`config.mk`:
```
export PLATFORM = sky130hd
export DESIGN_NAME = piso_stream_flat
export DESIGN_NICKNAME = d
export VERILOG_FILES = /design/src/rtl/piso_pkg.sv /design/src/rtl/piso_stream_if.sv /design/src/rtl/piso_hold_reg.sv /design/src/rtl/piso_stream.sv /design/src/flat_wrapper.sv
export SDC_FILE = /design/constraint.sdc
export NUM_CORES = 1
export LEC_CHECK = 0
export CAP_MARGIN = 10
export CORE_AREA = 2 2 184 186
export CTS_CLUSTER_DIAMETER = 150
export DETAILED_ROUTE_END_ITERATION = 7
export DIE_AREA = 0 0 186 188
export HOLD_SLACK_MARGIN = 0.05
export SLEW_MARGIN = 5
export SYNTH_ARGS = -nofsm -noshare
export SYNTH_HDL_FRONTEND = slang
export SYNTH_SLANG_ARGS = --single-unit
```
`constraint.sdc`:
```
create_clock -name clk -period 13.47 [get_ports clk]
set_input_delay 3.3675 -clock clk [delete_from_list [all_inputs] [get_ports clk]]
set_output_delay 3.3675 -clock clk [all_outputs]
set_load 0.02 [all_outputs]
```
`src/rtl/piso_pkg.sv`:
```
// Shared types and elaboration helpers for the piso_stream shifter.
// PISO_PARITY_EN adds the trailing parity beat state.
package piso_pkg;

  typedef enum logic [1:0] {
    StIdle,
    StShift
`ifdef PISO_PARITY_EN
    , StParity
`endif
  } piso_state_e;

  function automatic int unsigned beats(input int unsigned width, input int unsigned lanes);
    return width / lanes;
  endfunction

  // Counter width: ceil(log2(n)), never below one bit.
  function automatic int unsigned clog2_min1(input int unsigned n);
    int unsigned r = 1;
    while ((64'd1 << r) < 64'(n)) r++;
    return r;
  endfunction

  function automatic bit lanes_divide(input int unsigned width, input int unsigned lanes);
    return (lanes != 0) && ((width % lanes) == 0);
  endfunction

endpackage

```
`src/rtl/piso_stream_if.sv`:
```
// Load/serial bundle for piso_stream; the slave side is the shifter.
interface piso_stream_if #(
  parameter int unsigned WIDTH = 128,
  parameter int unsigned LANES = 1
);
  logic             en;
  logic             load_valid;
  logic             load_ready;
  logic [WIDTH-1:0] data_i;
  logic [LANES-1:0] data_o;
  logic             data_valid;
  logic             last;
  logic             busy;

  modport master (
    output en, load_valid, data_i,
    input  load_ready, data_o, data_valid, last, busy
  );

  modport slave (
    input  en, load_valid, data_i,
    output load_ready, data_o, data_valid, last, busy
  );
endinterface

```
`src/rtl/piso_hold_reg.sv`:
```
// Single-entry holding register with a full flag; push and pop are never
// asserted together by the owner.
module piso_hold_reg #(
  parameter int unsigned WIDTH = 128
) (
  input  logic             clk,
  input  logic             rst,
  input  logic             push,
  input  logic             pop,
  input  logic [WIDTH-1:0] din,
  output logic [WIDTH-1:0] data,
  output logic             full
);

  always_ff @(posedge clk or posedge rst) begin
    if (rst) begin
      data <= '0;
      full <= 1'b0;
    end else if (push) begin
      data <= din;
      full <= 1'b1;
    end else if (pop) begin
      full <= 1'b0;
    end
  end

endmodule

```
`src/rtl/piso_stream.sv`:
```
// Double-buffered parallel-in/serial-out shifter, LANES bits per beat.
// Optional trailing parity beat under PISO_PARITY_EN.
module piso_stream
  import piso_pkg::*;
#(
  parameter int unsigned WIDTH     = 128,
  parameter int unsigned LANES     = 1,
  parameter bit          MSB_FIRST = 1'b1
) (
  input logic          clk,
  input logic          rst,
  piso_stream_if.slave bus
);

  localparam int unsigned     N       = beats(WIDTH, LANES);
  localparam int unsigned     CntW    = clog2_min1(N);
  localparam logic [CntW-1:0] LastCnt = CntW'(N - 1);

  if (!lanes_divide(WIDTH, LANES)) begin : g_width_check
    $error("piso_stream: WIDTH must be a multiple of LANES");
  end

  piso_state_e      state_q, state_d;
  logic [WIDTH-1:0] shift_q, shift_d, shift_adv, hold_data;
  logic [CntW-1:0]  cnt_q, cnt_d;
  logic             hold_full, push, xfer, cnt_last;
  logic [LANES-1:0] beat;

  assign push      = bus.load_valid && !hold_full;
  assign cnt_last  = (cnt_q == LastCnt);
  assign beat      = MSB_FIRST ? shift_q[WIDTH-1 -: LANES] : shift_q[LANES-1:0];
  // Zero fill leaves the register empty once a word has fully drained.
  assign shift_adv = MSB_FIRST ? (shift_q << LANES) : (shift_q >> LANES);

  piso_hold_reg #(
    .WIDTH (WIDTH)
  ) u_hold (
    .clk  (clk),
    .rst  (rst),
    .push (push),
    .pop  (xfer),
    .din  (bus.data_i),
    .data (hold_data),
    .full (hold_full)
  );

`ifdef PISO_PARITY_EN
  logic [LANES-1:0] par_q, par_d;
`endif

  always_comb begin
    state_d = state_q;
    shift_d = shift_q;
    cnt_d   = cnt_q;
    xfer    = 1'b0;
`ifdef PISO_PARITY_EN
    par_d   = par_q;
`endif
    unique case (state_q)
      StIdle: begin
        if (hold_full) begin
          xfer    = 1'b1;
          state_d = StShift;
        end
      end
      StShift: begin
        if (bus.en) begin
          shift_d = shift_adv;
`ifdef PISO_PARITY_EN
          par_d   = par_q ^ beat;
`endif
          if (cnt_last) begin
            cnt_d = '0;
`ifdef PISO_PARITY_EN
            state_d = StParity;
`else
            if (hold_full) xfer = 1'b1;
            else           state_d = StIdle;
`endif
          end else begin
            cnt_d = cnt_q + CntW'(1);
          end
        end
      end
`ifdef PISO_PARITY_EN
      StParity: begin
        if (bus.en) begin
          if (hold_full) begin
            xfer    = 1'b1;
            state_d = StShift;
          end else begin
            state_d = StIdle;
          end
        end
      end
`endif
      default: state_d = StIdle;
    endcase
    // Back-to-back transfer overrides the shift so the next word starts at beat 0.
    if (xfer) begin
      shift_d = hold_data;
      cnt_d   = '0;
`ifdef PISO_PARITY_EN
      par_d   = '0;
`endif
    end
  end

  always_ff @(posedge clk or posedge rst) begin
    if (rst) begin
      state_q <= StIdle;
      shift_q <= '0;
      cnt_q   <= '0;
`ifdef PISO_PARITY_EN
      par_q   <= '0;
`endif
    end else begin
      state_q <= state_d;
      shift_q <= shift_d;
      cnt_q   <= cnt_d;
`ifdef PISO_PARITY_EN
      par_q   <= par_d;
`endif
    end
  end

  assign bus.load_ready = !hold_full;
  assign bus.data_valid = (state_q != StIdle);
  assign bus.busy       = (state_q != StIdle) || hold_full;
`ifdef PISO_PARITY_EN
  assign bus.data_o     = (state_q == StParity) ? par_q : beat;
  assign bus.last       = (state_q == StParity);
`else
  assign bus.data_o     = beat;
  assign bus.last       = (state_q == StShift) && cnt_last;
`endif

endmodule

```
`src/flat_wrapper.sv`:
```
// flat-port wrapper written by rule: the top's interface ports become plain ports
module piso_stream_flat import piso_pkg::*;
#(
  parameter int unsigned WIDTH     = 128,
  parameter int unsigned LANES     = 1,
  parameter bit          MSB_FIRST = 1'b1
)
  (clk, rst, bus_en, bus_load_valid, bus_data_i, bus_load_ready, bus_data_o, bus_data_valid, bus_last, bus_busy);
  piso_stream_if #(.WIDTH(WIDTH), .LANES(LANES)) bus_i ();
  input logic clk;
  input logic rst;
  input wire logic [$bits(bus_i.en)-1:0] bus_en;
  input wire logic [$bits(bus_i.load_valid)-1:0] bus_load_valid;
  input wire logic [$bits(bus_i.data_i)-1:0] bus_data_i;
  output wire logic [$bits(bus_i.load_ready)-1:0] bus_load_ready;
  output wire logic [$bits(bus_i.data_o)-1:0] bus_data_o;
  output wire logic [$bits(bus_i.data_valid)-1:0] bus_data_valid;
  output wire logic [$bits(bus_i.last)-1:0] bus_last;
  output wire logic [$bits(bus_i.busy)-1:0] bus_busy;
  assign bus_i.en = bus_en;
  assign bus_i.load_valid = bus_load_valid;
  assign bus_i.data_i = bus_data_i;
  assign bus_load_ready = bus_i.load_ready;
  assign bus_data_o = bus_i.data_o;
  assign bus_data_valid = bus_i.data_valid;
  assign bus_last = bus_i.last;
  assign bus_busy = bus_i.busy;
  piso_stream #(.WIDTH(WIDTH), .LANES(LANES), .MSB_FIRST(MSB_FIRST)) u_core (.clk(clk), .rst(rst), .bus(bus_i));
endmodule
```
==> metrics.txt, run 1 <==
CP startpoint kind flop; combinational share of power 16.4%; first-pass GRT wire length 44.6 mm; IO Count 137; critical path type flop to output pin; RSZ-0062 raised after global routing no; max-slew violation total from the final report 0; maximum buffer depth of the clock tree 3; CP Max Fanout 58; Tightest Hold Check Type flop to flop; # DRC 0; antenna violations before repair 0; Synth async-reset ratio 100%; DP Area 13300 sq um; clk_lat worst skew 0.55 ns; DRT Wirelength 26.8 mm; clock root buffer master clkbuf_16; Tcrit/Tclk final 46.9%; Final ANT Viol Nets 0; Net Sw Power 0.621 mW; Mapped Nets 1180; register area share after synthesis 56.8%; Post-synth EDFFs 0; Hold Slack 0.495 ns; Vias 8431; Synth Register Bits 265; Crit. End Element output pin; crit path DAT 2.95 ns; gr usage total 15.4%; initial core utilization 35.3%; DPL Wire Length 14.9 mm; total negative slack 0 ns; layout cells sized above 1 17.1%; CTS Hold Bufs 0; number of global-route vias before repair 8441; Tightest Pin Transition 0.993 ns; Power Density 166 nW/um^2; Final Cell Area 14300 sq um; area of the mapped netlist 11700 sq um; area delta synth->final 22.6%; post-cts sizing count 0; largest net degree at the start of global routing 140; worst path required time 10.10 ns; Mapped Cells 1047; final net count 1259; Slew headroom 33.8%; CTS tree done; Clock Sink Count 265; GR Overflow Total 0; Cell Int Power 1.76 mW; port buffer count 136; Die Wd 186 um; register share of total power 47.2%; maximum vdd drop 0.000101 V; # diodes 0; switching share of power 26.1%; Pre-antenna DRT Iters 5; Final GP Congestion 0.689; Setup Skew 0.00963 ns; drt via density 5.28; status finished, final reports clean; library cells used by synthesis 31; Die Ht 188 um; total CTS buffers 30; Post-CTS Repair Setup Buffers 0; Max Fclk 158 MHz; clock share of power 36.3%; number of DRC markers in iteration 0 721; core area 33100 sq um; Power, Total 2.38 mW; Max-Cap Viols 0; YS warnings 0; Std-Cell Rows 67; Tmin final 6.32 ns; H-tree levels 1; Die ar. 35000 sq um; Wirelength per Cell 16.8 um; final setup violation count 0; Post-Syn Area per Cell 11.2 sq um; LEAKAGE 5.86 nW; Hold Vio Cnt, Final 0; clock transition at the registers of the reported paths 0.06 ns; Top FF cell, synth dfrtp_1
## kinds of logic (layout without fill, tap and decap cells)
family / count (synthesis) / in the layout / synth area share, %
fa+ha+maj: 1 / 1 / 0.107
buf+inv: 104 / 206 / 4.18
mux: 130 / 130 / 12.6
simple gates: 276 / 276 / 9.13
compound gates: 271 / 271 / 17.3
flops: 265 / 265 / 56.8
## metal layers
layer / track usage, % / routed length, um / up-vias
met4: 3.15 / 484 / 0
met1: 23.4 / 13300 / 4259
met5: 0 / 0 / -
li1: - / - / 3946
met3: 2.31 / 1260 / 35
met2: 23.3 / 11700 / 191
## cell usage in the layout, fill, tap and decap left out, drive strengths merged, types with 2 or more instances in the layout
cell type,netlist,final
nand3,3,3
clkdlybuf4s50,0,136
o211ai,255,255
o21ai,4,4
inv,3,3
bufinv,0,4
and3,2,2
clkbuf,49,45
nand4,2,2
buf,52,12
dfrtp,265,265
clkinv,0,6
a21oi,4,4
mux2,129,129
nand2,263,263
## Yosys cell counts (2+ instances only)
cell      number  area, sq um
mux2_2       129         1450
clkbuf_1      49          184
dfrtp_1      265         6630
nand3_1        2         10.0
nand2_1      263          987
o21ai_1        2         10.0
buf_2         39          195
inv_1          3         11.3
o211ai_1     255         1910
a21oi_1        4         20.0
nand4_1        2         12.5
and3_1         2         12.5
o21ai_0        2         10.0
buf_4         13         97.6
## critical path, stage by stage (launching register included)
cell and delay, ns:
dfrtp_1 0.38, ha_1 0.28, nand3_4 0.55, nor3_1 0.50, clkdlybuf4s50_1 0.68
## power groups by stage
stage | logic (mW) | clock network, mW | registers [mW]
after CTS | 0.401 | 0.894 | 1.13
final | 0.392 | 0.865 | 1.13
after global routing | 0.444 | 0.922 | 1.15
after global placement | 0.388 | 0 | 1.13
after floorplan | 0.309 | 0 | 1.10
after detailed placement | 0.399 | 0 | 1.14
## per-stage QoR
| step | setup WS [ns] | instances | util, % |
|---|---|---|---|
| after floorplan | 2.81 | 1047 | - |
| after global placement | 7.37 | 1542 | 40.1 |
| after detailed placement | 7.37 | 1542 | 40.1 |
| after CTS | 7.10 | 1597 | 43.3 |
| after global routing | 6.93 | 1597 | 43.3 |
| final | 7.15 | 1597 | 43.3 |
## sequential cells by signal (all words and copies together) (netlist names)
register / flops
u_core.shift_q: 128
u_core.state_q: 1
u_core.u_hold.full: 1
u_core.cnt_q: 7
u_core.u_hold.data: 128
## path summary, 6_finish.rpt
check	from	end	slack [ns]	depth (start not counted)
max in group asynchronous	rst	u_core.u_hold.full	8.54	3
max	u_core.cnt_q[0]	bus_last	7.15	4
min	u_core.cnt_q[1]	u_core.cnt_q[1]	0.49	2
min in group asynchronous	rst	u_core.u_hold.data[66]	3.45	2
min reg2reg	u_core.cnt_q[1]	u_core.cnt_q[1]	0.49	2
max reg2reg	u_core.cnt_q[0]	u_core.shift_q[5]	10.34	5
## layout make-up
class                   instances  area [sq um]
well taps                     448           561
inverters                       3          18.8
clock buffers                  45           908
fillers                      3074         18800
clock inverters                10           154
flip-flops and latches        265          6640
multi-input cells             678          4600
repair buffers                148          1450
Note: power is estimated with default switching activity, not from simulation.
==> run 2, diff against run 1 <==
==> constraint.sdc (replaced) <==
create_clock -name clk -period 6.17 [get_ports clk]
set_input_delay 1.5425 -clock clk [delete_from_list [all_inputs] [get_ports clk]]
set_output_delay 1.5425 -clock clk [all_outputs]
set_load 0.02 [all_outputs]
==> metrics.txt, run 2 (synthesis results as in run 1) <==
maximum buffer depth of the clock tree 3 (unchanged); H-tree levels 1 (unchanged); antenna violations before repair 1 (+1); Crit. End Element output pin; worst path required time 4.63 ns (-5.47 ns); Setup Skew 0.0146 ns (+0.00493 ns); most common cell after layout, fill and taps aside dfrtp_1; DPL Wire Length 15.1 mm (+1.1%); core area 33100 sq um (unchanged); Power Density 356 nW/um^2 (+110%); area delta synth->final 22.1%; number of DRC markers in iteration 0 772 (+7.1%); register share of total power 48.6% (+1.4 points); Tightest Hold Check Type flop to flop; Die ar. 35000 sq um (unchanged); CTS Hold Bufs 0 (unchanged); layout cells sized above 1 17.2% (+0.072 points); Pre-antenna DRT Iters 5 (unchanged); GR Overflow Total 0 (unchanged); Final ANT Viol Nets 0 (unchanged); most frequent cells in the layout dfrtp_1, nand2_1, o211ai_1; total negative slack 0 ns (unchanged); total CTS buffers 30 (unchanged); Max Fclk 232 MHz; Post-CTS Repair Setup Buffers 0 (unchanged); clock root buffer master clkbuf_16; max-slew violation total from the final report 0 (unchanged); gr usage total 15.5% (+0.063 points); Layout Utilization 43.1% (-0.18 points); port buffer count 136 (unchanged); Slew headroom 24.5% (-9.3 points); maximum vdd drop 0.000190 V (+89%); Hold Vio Cnt, Final 0 (unchanged); top flop regs u_core.shift_q x128, u_core.u_hold.data x128, u_core.cnt_q x7; Die Wd 186 um (unchanged); Power, Total 5.07 mW (+110%); Crit path largest cell delay 0.67 ns (about the same); Die Ht 188 um (unchanged); drt via density 5.21 (-1.3%); Tmin final 4.32 ns; Net Sw Power 1.38 mW (+120%); Final GP Congestion 0.707 (+2.6%); Vias 8336 (-1.1%); combinational share of power 17.1% (+0.7 points); Tcrit/Tclk final 70.0%; CP startpoint kind flop; clock transition at the registers of the reported paths 0.06 ns (about the same); Wirelength per Cell 16.8 um (+0.13%); status finished, final reports clean; Max-Cap Viols 0 (unchanged); initial core utilization 35.3% (unchanged); CP Max Fanout 45 (-22%); clock share of power 34.4% (-1.9 points); crit path DAT 2.78 ns (-0.17 ns); switching share of power 27.1% (+1.1 points); # DRC 0 (unchanged); Std-Cell Rows 67 (unchanged); DRT Wirelength 26.8 mm (+0.25%); IO Count 137 (unchanged); Tightest Pin Transition 1.13 ns (+0.140 ns); final net count 1260 (+0.079%); largest net degree at the start of global routing 150 (+7.1%); Clock Sink Count 265 (unchanged); Slowest cell on crit path clkdlybuf4s50_1; first-pass GRT wire length 44.5 mm (-0.29%); CP Cell Sequence ha_1, nand3_4, nor3_1, clkdlybuf4s50_1; post-cts sizing count 0 (unchanged); critical path type flop to output pin; Cell Int Power 3.70 mW (+110%); final setup violation count 0 (unchanged); number of global-route vias before repair 8251 (-2.3%); clk_lat worst skew 0.55 ns (about the same); CTS tree done; LEAKAGE 5.82 nW (-0.63%); RSZ-0062 raised after global routing no
-- run 2: cell count changes in the layout (fill, tap and decap cells not counted), sizes merged --
cell,before,now
inv,3,2
clkinv,6,9
diode,0,1
clkinvlp,0,3
buf,12,13
bufinv,4,1
clkbuf,45,43
-- run 2: layer usage --
metal | up-vias | global-route usage [%] | wire length (um)
met1 | 4182 | 24.0 | 13400
met3 | 31 | 2.76 | 1400
li1 | 3948 | - | -
met2 | 175 | 22.5 | 11700
met4 | 0 | 2.97 | 356
met5 | - | 0 | 0
-- run 2: worst paths after layout --
kind	start	to	slack, ns	depth (start not counted)
worst max-delay path	u_core.cnt_q[0]	bus_last	1.85	4
worst min-delay path	u_core.shift_q[85]	u_core.shift_q[85]	0.49	2
worst max register to register	u_core.cnt_q[0]	u_core.shift_q[59]	3.19	5
worst min register to register	u_core.shift_q[85]	u_core.shift_q[85]	0.49	2
max in group asynchronous	rst	u_core.u_hold.full	3.84	3
min in group asynchronous	rst	u_core.u_hold.data[79]	1.56	3
-- run 2: area by class of cell --
type	count	area (sq um)
multi-input cells	678	4600
flip-flops and latches	265	6640
inverters	3	15.0
clock inverters	12	90.1
repair buffers	149	1480
diodes	1	2.50
well taps	448	561
fillers	3126	18800
clock buffers	43	881
-- run 2: power by group through the flow --
stage | Combinational, mW | Clock, mW | Sequential, mW
2_1_floorplan | 0.675 | 0 | 2.39
3_3_place_gp | 0.874 | 0 | 2.48
3_5_place_dp | 0.883 | 0 | 2.49
4_1_cts | 0.889 | 1.80 | 2.47
5_1_grt | 0.984 | 1.88 | 2.53
6_report | 0.867 | 1.74 | 2.46
-- run 2: worst max-delay path: cells and delay by family (launching register included) --
kind / cells / cell delay, ns
adder cells (fa/ha/maj): 1 / 0.27
flip-flops: 1 / 0.38
buffers and inverters: 1 / 0.67
AND/OR/NAND/NOR: 2 / 0.92
-- run 2: stage by stage --
stage	hold WS (ns)	setup slack, ns	cells	cell area [sq um]
floorplan	0.466	1.13	1047	11700
global placement	0.478	2.18	1543	13300
detailed placement	0.485	2.16	1543	13300
CTS	0.498	1.83	1598	14300
global route	0.518	1.65	1598	14300
finish	0.494	1.85	1599	14300
==> run 3, diff against run 2 <==
==> constraint.sdc (replaced) <==
create_clock -name clk -period 3.7 [get_ports clk]
set_input_delay 0.925 -clock clk [delete_from_list [all_inputs] [get_ports clk]]
set_output_delay 0.925 -clock clk [all_outputs]
set_load 0.02 [all_outputs]
==> metrics.txt, run 3 (synthesis results as in run 1) <==
Crit. End Element output pin; port buffer count 136 (unchanged); Tightest Pin Transition 1.23 ns (+0.0927 ns); Std-Cell Rows 67 (unchanged); Clock Sink Count 265 (unchanged); final net count 1271 (+0.87%); Max-Cap Viols 0 (unchanged); fillers 3133 (+0.22%); Wirelength per Cell 17.0 um (+1.5%); clock transition at the registers of the reported paths 0.06 ns (about the same); IO Count 137 (unchanged); Max Fclk 296 MHz; Tcrit/Tclk final 91.3%; number of global-route vias before repair 8482 (+2.8%); Final GP Congestion 0.753 (+6.6%); # DRC 0 (unchanged); status finished, final reports clean; most frequent cells in the layout dfrtp_1, nand2_1, o211ai_1; total CTS buffers 31 (+3.3%); Hold Slack 0.493 ns (-0.000750 ns); DR top layer met5; Slew headroom 18.3% (-6.2 points); Final ANT Viol Nets 0 (unchanged); Post-Place Cells 1553 (+0.65%); CP startpoint kind flop; Slowest cell on crit path clkdlybuf4s50_1; Die Wd 186 um (unchanged); layout cells sized above 1 17.5% (+0.24 points); number of DRC markers in iteration 0 612 (-21%); maximum vdd drop 0.000370 V (+94%); number of buffers and inverters on the critical path 1 (unchanged); DPL Wire Length 16.4 mm (+8.6%); initial core utilization 35.3% (unchanged); final setup violation count 0 (unchanged); core area 33100 sq um (unchanged); CTS tree done; met1 wire length 13.4 mm (about the same); Finished Layout Cells 1606 (+0.44%); first-pass GRT wire length 45.3 mm (+2.0%); gr usage total 15.8% (+0.31 points); Setup Skew 0.0224 ns (+0.00789 ns); maximum buffer depth of the clock tree 3 (unchanged); R2R Setup Slk 0.83 ns (-2.36 ns); largest net degree at the start of global routing 112 (-25%); cell family with most CP delay buffers and inverters; Power Density 586 nW/um^2 (+65%); DRT Wirelength 27.4 mm (+2.0%); LEAKAGE 5.88 nW (+0.97%); clk_lat worst skew 0.55 ns (about the same); CP Max Fanout 23 (-49%); Setup WS pre-CTS 0.769 ns (-1.39 ns); CP Cell Sequence ha_1, nand3_4, nor3_1, clkdlybuf4s50_1; Post-CTS Repair Setup Buffers 0 (unchanged); total negative slack 0 ns (unchanged); RSZ-0062 raised after global routing no; Vias 8420 (+1.0%); most common cell after layout, fill and taps aside dfrtp_1; register area 6640 sq um (unchanged); max-slew violation total from the final report 0 (unchanged); CTS Hold Bufs 0 (unchanged); Tightest Hold Check Type flop to flop; WL met3 1.25 mm (-11%); top flop regs u_core.shift_q x128, u_core.u_hold.data x128, u_core.cnt_q x7; H-tree levels 1 (unchanged); Hold Vio Cnt, Final 0 (unchanged); Crit path largest cell delay 0.65 ns (-0.02 ns); GR Overflow Total 0 (unchanged); antenna violations before repair 2 (+1); clock root buffer master clkbuf_16; Die Ht 188 um (unchanged); critical path type flop to output pin; area delta synth->final 23.2%; Die ar. 35000 sq um (unchanged); Final Cell Area 14400 sq um (+0.93%); Tmin final 3.38 ns; Final WS setup 0.323 ns (-1.53 ns); area of the multi-input gates 4600 sq um (unchanged); post-cts sizing count 0 (unchanged); DR WL met2 12.2 mm (+4.5%); worst path required time 2.77 ns (-1.86 ns); Pre-antenna DRT Iters 5 (unchanged); crit path DAT 2.45 ns (-0.33 ns); DP Area 13500 sq um (+1.2%); drt via density 5.24 (+0.57%)
==> run 3: cell types whose count changed in the layout (fill, tap and decap cells not counted) <==
cell | before | now
buf_4 | 11 | 14
clkinvlp_4 | 3 | 2
clkbuf_1 | 6 | 9
clkbuf_8 | 6 | 5
buf_12 | 2 | 9
clkinv_2 | 9 | 5
==> run 3: final cells by class <==
cell class | count | share of cell area, %
Inverter | 3 | 0.104
Tap cell | 448 | 3.89
Sequential cell | 265 | 46.1
Multi-Input combinational cell | 678 | 31.9
Clock inverter | 7 | 0.434
Timing Repair Buffer | 159 | 11.4
Antenna cell | 1 | 0.0174
Clock buffer | 45 | 6.10
==> run 3: stage by stage <==
| stage | util, % | power [mW] |
|---|---|---|
| floorplan | - | 5.12 |
| global placement | 40.6 | 5.61 |
| detailed placement | 40.6 | 5.66 |
| CTS | 43.5 | 8.56 |
| global route | 43.5 | 8.95 |
| finish | 43.5 | 8.43 |
==> run 3: routing by layer <==
| layer | vias up | track usage [%] |
|---|---|---|
| met3 | 37 | 2.91 |
| met1 | 4240 | 23.7 |
| met5 | - | 0 |
| met2 | 181 | 23.8 |
| met4 | 2 | 3.21 |
| li1 | 3960 | - |
==> run 3: worst reg2reg max path: cells and delay by family (launching register included) <==
family / cells / cell delay, ns
adder cells (fa/ha/maj): 1 / 0.28
AO/OA/AOI/OAI: 2 / 0.92
flip-flops: 1 / 0.40
buffers and inverters: 1 / 0.89
AND/OR/NAND/NOR: 1 / 0.27
==> run 3: path summary, 6_finish.rpt <==
check                                         from                       to  depth (start not counted)
min in group asynchronous                      rst       u_core.shift_q[78]                          2
worst min-delay path            u_core.shift_q[20]       u_core.shift_q[20]                          2
worst max register to register     u_core.cnt_q[0]        u_core.shift_q[0]                          5
max in group asynchronous                      rst  u_core.u_hold.data[117]                          3
worst max-delay path               u_core.cnt_q[0]                 bus_last                          4
worst min register to register  u_core.shift_q[20]       u_core.shift_q[20]                          2
==> run 3: power breakdown <==
group	internal, mW	total [mW]	switching [mW]
clock network	1.69	2.84	1.15
logic	0.812	1.48	0.666
registers	3.66	4.12	0.460
